**src/rtl/countdown_time_setter.sv**
```systemverilog
// countdown_time_setter
// Button-driven BCD editor for the countdown start time. One digit is edited
// at a time (up/down/next/confirm). Up/down auto-repeat while held, results
// saturate at MIN_TIME/MAX_TIME, and the value locks on confirm or when the
// controller leaves setup. Editing re-opens on the controller's return to setup.
module countdown_time_setter #(
  parameter logic [11:0] DEFAULT_TIME = 12'h200,
  parameter logic [11:0] MIN_TIME     = 12'h010,
  parameter logic [11:0] MAX_TIME     = 12'h999,
  parameter int unsigned REPEAT_DELAY = 25000000,
  parameter int unsigned REPEAT_RATE  = 5000000
) (
  input  logic        clk,
  input  logic        reset,
  input  logic [7:0]  game_state,
  input  logic        btn_up,
  input  logic        btn_down,
  input  logic        btn_next,
  input  logic        btn_confirm,
  output logic [11:0] init_time,
  output logic [1:0]  edit_digit,
  output logic        editing,
  output logic        time_valid
);

  localparam int unsigned MAXC = (REPEAT_DELAY > REPEAT_RATE) ? REPEAT_DELAY : REPEAT_RATE;
  localparam int          CW   = $clog2(MAXC + 1);
  localparam logic [CW-1:0] DLY_C  = CW'(REPEAT_DELAY);
  localparam logic [CW-1:0] RATE_C = CW'(REPEAT_RATE);
  localparam logic [CW-1:0] ONE_C  = CW'(1);

  typedef enum logic {S_EDIT, S_LOCKED} state_t;

  // Single-digit BCD step with ripple carry/borrow into the higher digits.
  // Bit 12 of the result flags a carry/borrow out of the hundreds digit.
  function automatic logic [12:0] bcd_step(input logic [11:0] v, input logic [1:0] d,
                                           input logic up);
    logic [11:0] res;
    logic [3:0]  dig;
    logic        c;
    logic        act;
    res = v;
    c   = 1'b0;
    for (int i = 0; i < 3; i++) begin
      dig = v[4*i +: 4];
      act = (i == int'(d)) || c;
      if (act) begin
        if (up) begin
          if (dig == 4'd9) begin dig = 4'd0; c = 1'b1; end
          else begin dig = dig + 4'd1; c = 1'b0; end
        end else begin
          if (dig == 4'd0) begin dig = 4'd9; c = 1'b1; end
          else begin dig = dig - 4'd1; c = 1'b0; end
        end
      end
      res[4*i +: 4] = dig;
    end
    return {c, res};
  endfunction

  // Saturate a stepped value to [MIN_TIME, MAX_TIME]. Valid BCD compares
  // correctly as a plain unsigned vector, so no binary conversion is needed.
  function automatic logic [11:0] sat_time(input logic [12:0] s, input logic up);
    logic [11:0] res;
    if (s[12]) res = up ? MAX_TIME : MIN_TIME;
    else if (s[11:0] > MAX_TIME) res = MAX_TIME;
    else if (s[11:0] < MIN_TIME) res = MIN_TIME;
    else res = s[11:0];
    return res;
  endfunction

  // Button bit order: 0 up, 1 down, 2 next, 3 confirm
  logic [3:0]  w_btn;
  logic [3:0]  r_lvl;
  logic [3:0]  r_lvl_d;
  logic [3:0]  r_arm;
  logic [3:0]  w_ev;
  logic        r_setup_d;
  logic [CW-1:0] r_cnt [2];
  logic [1:0]  r_rate;
  logic [1:0]  w_rep;
  logic        w_in_setup;
  logic        w_up_act;
  logic        w_dn_act;
  logic [11:0] w_val_up;
  logic [11:0] w_val_dn;

  state_t      r_state;
  logic [11:0] r_val;
  logic [1:0]  r_digit;
  logic        r_editing;
  logic        r_time_valid;

  assign w_btn      = {btn_confirm, btn_next, btn_down, btn_up};
  assign w_in_setup = (game_state == 8'h00);
  // r_arm blocks a button held through reset from producing a press event
  assign w_ev       = r_lvl & ~r_lvl_d & r_arm;
  assign w_up_act   = w_ev[0] | w_rep[0];
  assign w_dn_act   = w_ev[1] | w_rep[1];
  assign w_val_up   = sat_time(bcd_step(r_val, r_digit, 1'b1), 1'b1);
  assign w_val_dn   = sat_time(bcd_step(r_val, r_digit, 1'b0), 1'b0);

  // Register button levels and setup flag for edge detection
  always_ff @(posedge clk) begin
    if (!reset) begin
      r_lvl     <= '0;
      r_lvl_d   <= '0;
      r_arm     <= '0;
      r_setup_d <= 1'b0;
    end else begin
      r_lvl     <= w_btn;
      r_lvl_d   <= r_lvl;
      r_arm     <= r_arm | ~w_btn;
      r_setup_d <= w_in_setup;
    end
  end

  // Auto-repeat strobe: counter reaches the current threshold while held
  always_comb begin
    w_rep = '0;
    for (int i = 0; i < 2; i++) begin
      w_rep[i] = r_lvl[i] && (r_cnt[i] != '0) && !w_ev[i] &&
                 (r_cnt[i] == (r_rate[i] ? RATE_C : DLY_C));
    end
  end

  // Up/down hold counters: start at the press event, reload on each repeat, clear on release
  always_ff @(posedge clk) begin
    if (!reset) begin
      r_cnt[0] <= '0;
      r_cnt[1] <= '0;
      r_rate   <= '0;
    end else begin
      for (int i = 0; i < 2; i++) begin
        if (w_ev[i]) begin
          r_cnt[i]  <= ONE_C;
          r_rate[i] <= 1'b0;
        end else if (!r_lvl[i]) begin
          r_cnt[i]  <= '0;
          r_rate[i] <= 1'b0;
        end else if (w_rep[i]) begin
          r_cnt[i]  <= ONE_C;
          r_rate[i] <= 1'b1;
        end else if (r_cnt[i] != '0) begin
          r_cnt[i]  <= r_cnt[i] + ONE_C;
        end
      end
    end
  end

  // Edit/lock FSM with the time value, selected digit and status outputs
  always_ff @(posedge clk) begin
    if (!reset) begin
      r_state      <= S_EDIT;
      r_val        <= DEFAULT_TIME;
      r_digit      <= 2'd0;
      r_editing    <= 1'b1;
      r_time_valid <= 1'b0;
    end else begin
      case (r_state)
        S_EDIT: begin
          if (!w_in_setup || w_ev[3]) begin
            r_state      <= S_LOCKED;
            r_editing    <= 1'b0;
            r_time_valid <= 1'b1;
          end else if (w_ev[2]) begin
            r_digit <= (r_digit == 2'd2) ? 2'd0 : r_digit + 2'd1;
          end else if (w_up_act ^ w_dn_act) begin
            r_val <= w_up_act ? w_val_up : w_val_dn;
          end
        end
        S_LOCKED: begin
          if (w_in_setup && !r_setup_d) begin
            r_state      <= S_EDIT;
            r_digit      <= 2'd0;
            r_editing    <= 1'b1;
            r_time_valid <= 1'b0;
          end
        end
        default: begin
          r_state      <= S_EDIT;
          r_editing    <= 1'b1;
          r_time_valid <= 1'b0;
        end
      endcase
    end
  end

  // Countdown expects {ones, tens, hundreds}; pure rewiring of the value register
  assign init_time  = {r_val[3:0], r_val[7:4], r_val[11:8]};
  assign edit_digit = r_digit;
  assign editing    = r_editing;
  assign time_valid = r_time_valid;

endmodule
```
**config.mk**
```make
export PLATFORM = sky130hd
export DESIGN_NAME = countdown_time_setter
export DESIGN_NICKNAME = d
export VERILOG_FILES = /design/src/rtl/countdown_time_setter.sv
export SDC_FILE = /design/constraint.sdc
export NUM_CORES = 1
export LEC_CHECK = 0
export CAP_MARGIN = 30
export CELL_PAD_IN_SITES_DETAIL_PLACEMENT = 1
export CELL_PAD_IN_SITES_GLOBAL_PLACEMENT = 2
export CORE_MARGIN = 8
export CORE_UTILIZATION = 40
export DETAILED_ROUTE_END_ITERATION = 10
export HOLD_SLACK_MARGIN = 0.1
export PLACE_DENSITY_LB_ADDON = 0.12
export SLEW_MARGIN = 10
export SYNTH_ARGS = -nofsm -noshare
export SYNTH_HDL_FRONTEND = slang
export SYNTH_SLANG_ARGS = --single-unit
export TNS_END_PERCENT = 5
```
**constraint.sdc**
```tcl
create_clock -name clk -period 7.34 [get_ports clk]
set_input_delay 0.734 -clock clk [delete_from_list [all_inputs] [get_ports clk]]
set_output_delay 0.734 -clock clk [all_outputs]
set_load 0.005 [all_outputs]
```
**Word level (Yosys, flattened, before mapping)**

Memories as Yosys holds them, arrays and structs flattened.
Cells that the tools add are included.

- Logic and storage cells: 179
- Bits in writable memories: 50
- Bits in registers: 32
- Memories kept: 1
- Output and inout port bits: 16

Memory list:

| memory | depth | bits a word | read ports | clocked after memory_dff | write ports | line | RTL |
|---|---|---|---|---|---|---|---|
| r_cnt | 2 | 25 | 2 | 0 | 2 | 79 | `logic [CW-1:0] r_cnt [2];` |

- Reductions and logical operators: 28
- Eq/ne operators: 12
- Bitwise logic cells: 22
- Order comparisons: 4
- $add $sub $neg: 9
- Multiplexer cells: 92

Operators by type and width:

| kind | number |
|---|---|
| $mux 25 | 10 |
| $mux 12 | 7 |
| $mux 1 | 55 |
| $add 25x1->25 const B | 2 |
| $eq 25x25->1 | 2 |
| $reduce_bool 25->1 | 2 |
| $mux 4 | 12 |
| $gt 12x12->1 const B | 2 |
| $lt 12x5->1 const B | 2 |
| $add 4x1->4 const B | 3 |
| $eq 4x4->1 const B | 3 |
| $logic_not 4->1 | 3 |
| $sub 4x1->4 const B | 3 |
| $or 1x1->1 | 10 |
| $and 4x4->4 | 2 |
| $logic_not 8->1 | 1 |
| $mux 2 | 4 |
| $not 4->4 | 2 |
| $logic_and 1x1->1 | 7 |
| $ne 2x2->1 const B | 3 |
| $not 1->1 | 6 |
| $pmux 1 s2 | 3 |
| $reduce_or 3->1 | 2 |
| $logic_or 1x1->1 | 5 |
| 12 further kinds | 16 |

**Depth between registers and ports, before layout**

Gate-level depths: netlist of run 1.

- Word-level depth: 13
- Gate-level depth with buffers: 11
- Depth with buffers taken out: 10

**Worst setup path after synthesis of run 1**

No wires, ideal clock.

- Kind: flip-flop to flip-flop
- Start point: reg r_val[1]
- End point: reg r_val[1]
- Setup slack: 4.247 ns
- Clock period less this slack: 3.093 ns
- Setup time: 0.119 ns
- Cell stages (with the launch flop): 12
- Data arrival time: 2.974 ns
- Cells stage by stage: dfxtp_1 > clkbuf_1 > inv_1 > ha_1 > or4b_1 > a2111oi_0 > or2_2 > o211ai_1 > a221oi_1 > nand2b_1 > o22ai_1 > o221a_2

- Cells in the longest elaborated chain, start to end: 12
- Elaborated cells on any way between the ends: 35
- Classes of those cells: add/sub: 2; order compare: 4; eq/ne: 1; mux: 23; reduce/logical: 5

Ends and longest elaborated chain:

| item | line | RTL |
|---|---|---|
| start: declaration | 89 | `logic [11:0] r_val;` |
| start signal: assignment | 169 | `r_val <= w_up_act ? w_val_up : w_val_dn;` |
| $eq 4x4->1 or $logic_not 4->1 (tied branches) | 49, 52 |  |
| $mux 1, on equally long branches | 49, 52 |  |
| $mux 1 | 47 | `if (act) begin` |
| $logic_or 1x1->1 | 46 | `act = (i == int'(d)) \|\| c;` |
| $mux 1 | 47 |  |
| $logic_or 1x1->1 | 46 |  |
| $mux 4 | 47 |  |
| $lt 12x5->1 | 67 | `else if (s[11:0] < MIN_TIME) res = MIN_TIME;` |
| $mux 12 | 67 |  |
| $mux 12 | 66 | `else if (s[11:0] > MAX_TIME) res = MAX_TIME;` |
| $mux 12 | 65 | `if (s[12]) res = up ? MAX_TIME : MIN_TIME;` |
| $mux 12 * | 169 |  |

Every way passes the cells marked *; elsewhere a longest branch is shown, timed or not.
A chain may end at the register's enable or synchronous reset.

**Worst setup path after layout of run 1**

- Start point: reg r_val[0]
- End point: reg r_val[1]

Same word-level chain as after synthesis.

==> flow_metrics.tcl, run 1 <==
set metrics [dict create \
    ctsLongestPathBuffers 2 \
    powerDensity_nw_per_um2 235.4 \
    ctsResizeCount 0 \
    cts_made_buffers 9 \
    slowest_stage "nor3b_1" \
    criticalPathCategory "flip-flop to flip-flop" \
    fin_ws_ns 3.654 \
    r2r-end "r_val[1]" \
    finClkSkew_ns 0.01316 \
    cts_root_buffer "clkbuf_16" \
    multiInputGateArea_um2 2795 \
    synth_cell_type_count 71 \
    syn-num-nets 611 \
    die_h_um 129.4 \
    worstPathRequired_ns 7.57 \
    ff2ff_path_depth 10 \
    slew_headroom_pct 39.85 \
    setup_violations 0 \
    dieArea_um2 16750 \
    die_x_um 129.4 \
    fp.coreArea_um2 12570 \
    max_clock_freq_ghz 0.2713 \
    cts_sinks 82 \
    status "finished clean" \
    crit_end "r_val[1]" \
    drive_gt1_share_pct 5.546 \
    viasPerCell 5.730 \
    routed_wl_um 13580 \
    rr_startpoint "r_val[0]" \
    fillerInstances 1451 \
    crit_chain "inv_1 > ha_1 > nor3b_1 > o21ai_0 > nand3b_1 > o211ai_1 > a221oi_1 > nand2b_1 > o22ai_1 > o221a_2" \
    grt.total_usage_pct 16.98 \
    ys_seq_area_share_pct 41.62 \
    h-tree-depth 3 \
    synthArstFlopShare_pct 0 \
    antenna_found_initial 0 \
    period_minus_slack_ns 3.686 \
    clk_latency_ns 0.35 \
    cpPeakStageDelay_ns 0.77 \
    firstDrtPassIters 6 \
    yosys_register_bits 82 \
    synth_cells 590 \
    gr-total-overflow 0 \
    yosys.area.top_type "edfxtp_1" \
    wire_per_inst_um 17.30 \
    synth_top_flop_cell "edfxtp_1" \
    start_kind "flip-flop" \
    vdd_drop_max_uv 248.8 \
    clk_pin_slew_ns 0.06 \
    grt_pass1_wl_um 23180 \
    slew_viol_final 0 \
    hpwl_um 9866 \
    grt_max_degree 26 \
    num_vias 4498 \
    seqCellArea_um2 2142 \
    arrival_ns 3.91 \
    synth.most_common_cell "nor2_1" \
    antenna_cells 0 \
    ant_nets 0 \
    layout.nets 629 \
    power_mw 1.391 \
    drc 0 \
    crit_path_end_kind "flip-flop" \
    synth_edf_count 50 \
    detail_route.iter0.violations 294 \
    grt_pass1_vias 4514 \
    core.rowCount 41 \
    ys.warnings.count 0 \
    postCtsSetupRepairBufs 0 \
    tns_ns 0 \
    start_util_pct 40.95 \
    rsz0062_at_grt "no" \
    p_leak_nw 1.965 \
    synth_area_leaders "edfxtp_1, dfxtp_1, nor2_1, xor2_1, nand2_1" \
    cts_hold_buf 0 \
    port_buffers 29 \
    cp-startpoint "r_val[0]" \
    yosys-top-cells-count "nor2_1, edfxtp_1, nand2_1" \
    syn_to_final_growth_pct 14.81 \
    place_ws_ns 3.377 \
    synth.avg_cell_area_um2 8.722 \
    hold_path.class "flip-flop to flip-flop" \
    drv_cap 0 \
    tightest_slew_ns 0.9003 \
    io_pins 30 \
    worstPathMaxFanout 11 \
    gp_congestion 0.7993 \
    fin_crit_sh_pct 50.22 \
    final-hold-violation-count 0 \
    worst-r2r-setup-slack_ns 3.65 \
    synth.top_cell.area_share_pct 29.18 \
    cts_tree "built" \
    synth_area_um2 5146 \
]
-- logic make-up after synthesis --
logic type,count (synthesis),share of synthesized area (%)
xor gates and xnor gates,44,7.488
and+or+nand+nor,267,26.43
buffers and inverters,52,4.060
adders and majority gates,7,1.702
muxes,5,1.045
AOI/OAI and AO/OA,133,17.65
DFF,82,41.62
-- placed cells by master (no fill, tap or decap), drive strengths merged, types with 3 or more instances in the layout --
| cell type | count |
|---|---|
| dfxtp | 32 |
| a21o | 5 |
| o211ai | 10 |
| edfxtp | 50 |
| a2bb2oi | 3 |
| a31oi | 4 |
| mux2 | 3 |
| ha | 7 |
| and2 | 9 |
| a211oi | 5 |
| nand3 | 33 |
| o21ai | 31 |
| o21a | 5 |
| or4b | 3 |
| nor4b | 3 |
| a21oi | 34 |
| o31ai | 5 |
| nand3b | 3 |
| clkdlybuf4s50 | 29 |
| nor2b | 4 |
| nand2b | 5 |
| or2 | 3 |
| nor2 | 76 |
| buf | 5 |
| or3 | 8 |
| nor4 | 15 |
| nand4 | 13 |
| xnor2 | 17 |
| nand2 | 50 |
| nor3 | 15 |
| a221oi | 4 |
| a21boi | 3 |
| inv | 25 |
| and4 | 3 |
| nor3b | 6 |
| and3 | 12 |
| clkbuf | 13 |
| xor2 | 27 |
-- routing by layer --
metal	GRT usage, %	wire length, µm	vias up
li1	-	-	2206
met4	4.372	105	0
met2	25.03	6027	67
met5	0	0	-
met3	4.478	566	8
met1	24.01	6882	2217
-- where the power goes --
part           total [mW]  switching (mW)  internal, mW
Sequential          0.649          0.0869         0.562
Clock               0.483           0.189         0.293
Combinational       0.259           0.162        0.0965
-- layout make-up --
type	instances	share of cell area [%]
multi-input cells	456	47.31
flip-flops and latches	82	36.26
clock buffers	13	5.146
clock inverters	3	0.4235
well taps	172	3.643
inverters	25	1.588
repair buffers	34	5.633
-- sequential cells by signal, indices dropped and copies added, names as in the netlist --
register and cells:
r_lvl 4, r_rate 2, r_arm 4, r_setup_d 1, time_valid 1, r_val 12, r_state 1, edit_digit 2
editing 1, r_lvl_d 4, r_cnt 50
-- worst max-delay path: cells and delay by family (launching register included) --
family	cells	cell delay (ns)
compound gates	5	1.50
simple gates	3	1.23
flops	1	0.43
fa+ha+maj	1	0.27
buf+inv	1	0.13
-- worst min path at each step --
| stage | from | end | slack (ns) | depth (start not counted) |
|---|---|---|---|---|
| after floorplan | r_lvl[2] | r_lvl_d[2] | 0.43 | 1 |
| after detailed placement | r_lvl[3] | r_lvl_d[3] | 0.45 | 1 |
| after global placement | r_lvl[2] | r_lvl_d[2] | 0.44 | 1 |
| after CTS | r_lvl[3] | r_lvl_d[3] | 0.47 | 1 |
| after global routing | r_arm[2] | r_arm[2] | 0.49 | 2 |
| final | r_lvl[3] | r_lvl_d[3] | 0.46 | 1 |
-- per-stage QoR --
stage,instances,util (%),hold slack (ns),cell area [µm²]
2_1_floorplan,590,-,0.4266,5146
6_report,785,47.01,0.4617,5908
4_1_cts,785,47.01,0.4663,5908
5_1_grt,785,47.01,0.4918,5908
3_3_place_gp,767,44.23,0.4385,5559
3_5_place_dp,769,44.39,0.4488,5579
Note: power is estimated with default switching activity, not from simulation.
==> run 2: changes to the inputs <==
--- a/config.mk
+++ b/config.mk
@@ -9,7 +9,7 @@
 export CELL_PAD_IN_SITES_DETAIL_PLACEMENT = 1
 export CELL_PAD_IN_SITES_GLOBAL_PLACEMENT = 2
 export CORE_MARGIN = 8
-export CORE_UTILIZATION = 40
+export CORE_UTILIZATION = 34
 export DETAILED_ROUTE_END_ITERATION = 10
 export HOLD_SLACK_MARGIN = 0.1
 export PLACE_DENSITY_LB_ADDON = 0.12
==> constraint.sdc (replaced) <==
create_clock -name clk -period 3.17 [get_ports clk]
set_input_delay 0.317 -clock clk [delete_from_list [all_inputs] [get_ports clk]]
set_output_delay 0.317 -clock clk [all_outputs]
set_load 0.005 [all_outputs]
==> run 2 against run 1 <==
Net effect: wire length rose by 7.3%; critical path depth rose by 1; critical path type unchanged; critical endpoint unchanged; die area rose by 15%.
==> flow_metrics.tcl, run 2 (synthesis gave the netlist of run 1 again) <==
set metrics [dict create \
    clk_pin_slew_ns 0.06 \
    comb_power_share_pct 20.5 \
    largest_register "r_cnt" \
    criticalPathCategory "flip-flop to flip-flop" \
    min_path_cells 1 \
    ctsResizeCount 0 \
    grt.total_usage_pct 15.33 \
    final_cell_mix "nor2_1, nand2_1, edfxtp_1" \
    start_kind "flip-flop" \
    vdd_drop_max_uv 240.7 \
    period_minus_slack_ns 2.967 \
    gp_congestion 0.8474 \
    start_util_pct 34.36 \
    status "finished clean" \
    final_cells 836 \
    post-place-cells 820 \
    h-tree-depth 3 \
    top_regs "r_cnt x50, r_val x12" \
    powerDensity_nw_per_um2 531.8 \
    slew_viol_final 0 \
    port_buffers 29 \
    p_leak_nw 2.148 \
    crit_path_end_kind "flip-flop" \
    ant_nets 0 \
    ff2ff_path_depth 11 \
    cts_made_buffers 9 \
    layout_commonest_cell "nor2_1" \
    fp.coreArea_um2 14980 \
    switching_share_pct 31.71 \
    gr-total-overflow 0 \
    worstPathMaxFanout 6 \
    detail_route.iter0.violations 230 \
    firstDrtPassIters 4 \
    layout.nets 664 \
    io_pins 30 \
    routed_wl_um 14570 \
    max_clock_freq_ghz 0.3370 \
    fillerInstances 1765 \
    clkPwrFrac_pct 34.9 \
    core.rowCount 45 \
    cts_sinks 82 \
    power_mw 3.294 \
    slew_headroom_pct 64.78 \
    postCtsSetupRepairBufs 0 \
    wire_per_inst_um 17.43 \
    setup_violations 0 \
    final-hold-violation-count 0 \
    seqPwrFrac_pct 44.6 \
    antenna_found_initial 0 \
    clk_latency_ns 0.35 \
    hpwl_um 10920 \
    finClkSkew_ns 0.007497 \
    cts_hold_buf 0 \
    tightest_slew_ns 0.5236 \
    grt_max_degree 26 \
    hold_path.class "flip-flop to flip-flop" \
    grt_pass1_vias 4844 \
    rsz0062_at_grt "yes" \
    grt_pass1_wl_um 24340 \
    die_h_um 139.0 \
    largest_reg_flops 50 \
    internal_power_mw 2.250 \
    die_x_um 139.0 \
    cts_tree "built" \
    drive_gt1_share_pct 11.27 \
    syn_to_final_growth_pct 20.37 \
    antenna_cells 0 \
    worstPathRequired_ns 3.41 \
    viasPerCell 5.556 \
    num_vias 4645 \
    dieArea_um2 19330 \
    p_switching_mw 1.044 \
    drv_cap 0 \
    drc 0 \
    ctsLongestPathBuffers 2 \
    fin_crit_sh_pct 93.61 \
    arrival_ns 3.20 \
    cts_root_buffer "clkbuf_16" \
    tns_ns 0 \
    worst-r2r-setup-slack_ns 0.20 \
]
[run 2: changes by cell type in the layout (fill, tap and decap cells not counted), moves of 2 or more]
cell       change
bufinv_16      +2
buf_4         +37
clkinv_2       +2
clkbuf_16      -3
[run 2: power by group through the flow]
stage	Combinational (mW)	Sequential, mW	Clock [mW]
detailed placement	0.675	1.49	0
finish	0.675	1.47	1.15
global route	0.769	1.50	1.23
CTS	0.684	1.47	1.18
floorplan	0.468	1.44	0
global placement	0.657	1.48	0
[run 2: cell type report]
type                       count  area [µm²]  area share (%)
timing repair buffer          69       590.6           9.533
clock inverter                 7       91.34           1.474
multi-input combinational    456        2816           45.47
inverter                      25       93.84           1.515
clock buffer                   9       225.2           3.636
tap                          188       235.2           3.797
sequential                    82        2142           34.58
[run 2: critical path: stages (launching register included)]
cell and delay [ns]:
dfxtp_1 0.36, inv_1 0.09, ha_1 0.16, or4b_1 0.52, a2111oi_2 0.41, or2_2 0.17, o211ai_1 0.13, a221oi_1 0.31
buf_4 0.19, nand2b_1 0.17, o22ai_1 0.11, o221a_2 0.25
[run 2: metal layers]
layer | track usage (%) | up-vias | part of all wire (%)
met3 | 2.547 | 17 | 2.6
li1 | - | 2268 | -
met4 | 5.315 | 0 | 1.5
met2 | 24.88 | 52 | 46
met5 | 0 | - | 0
met1 | 20.18 | 2308 | 50
[run 2: final timing paths]
path / start / to
setup / recovery: r_val[0] / r_val[1]
hold / removal: r_lvl[3] / r_lvl_d[3]
setup reg to reg: r_val[0] / r_val[1]
hold reg to reg: r_lvl[3] / r_lvl_d[3]
[run 2: per-stage QoR]
step                hold slack (ns)  instance area, µm²  worst slack [ns]  util (%)
finish                       0.4571                6195            0.2025     41.36
global route                 0.4824                6195          -0.01297     41.36
CTS                          0.4603                6173           0.03335     41.22
global placement             0.4376                5857            0.2082     39.11
floorplan                    0.4129                5146           0.07687         -
detailed placement           0.4431                5857           0.07302     39.11
==> run 3: changes to the inputs <==
--- a/config.mk
+++ b/config.mk
@@ -10,7 +10,9 @@
 export CELL_PAD_IN_SITES_GLOBAL_PLACEMENT = 2
 export CORE_MARGIN = 8
 export CORE_UTILIZATION = 34
+export CTS_CLUSTER_DIAMETER = 120
 export DETAILED_ROUTE_END_ITERATION = 10
+export GPL_ROUTABILITY_DRIVEN = 0
 export HOLD_SLACK_MARGIN = 0.1
 export PLACE_DENSITY_LB_ADDON = 0.12
 export SLEW_MARGIN = 10
==> results of run 3 <==
Final layout, timing and power as in run 2 (identical DEF).
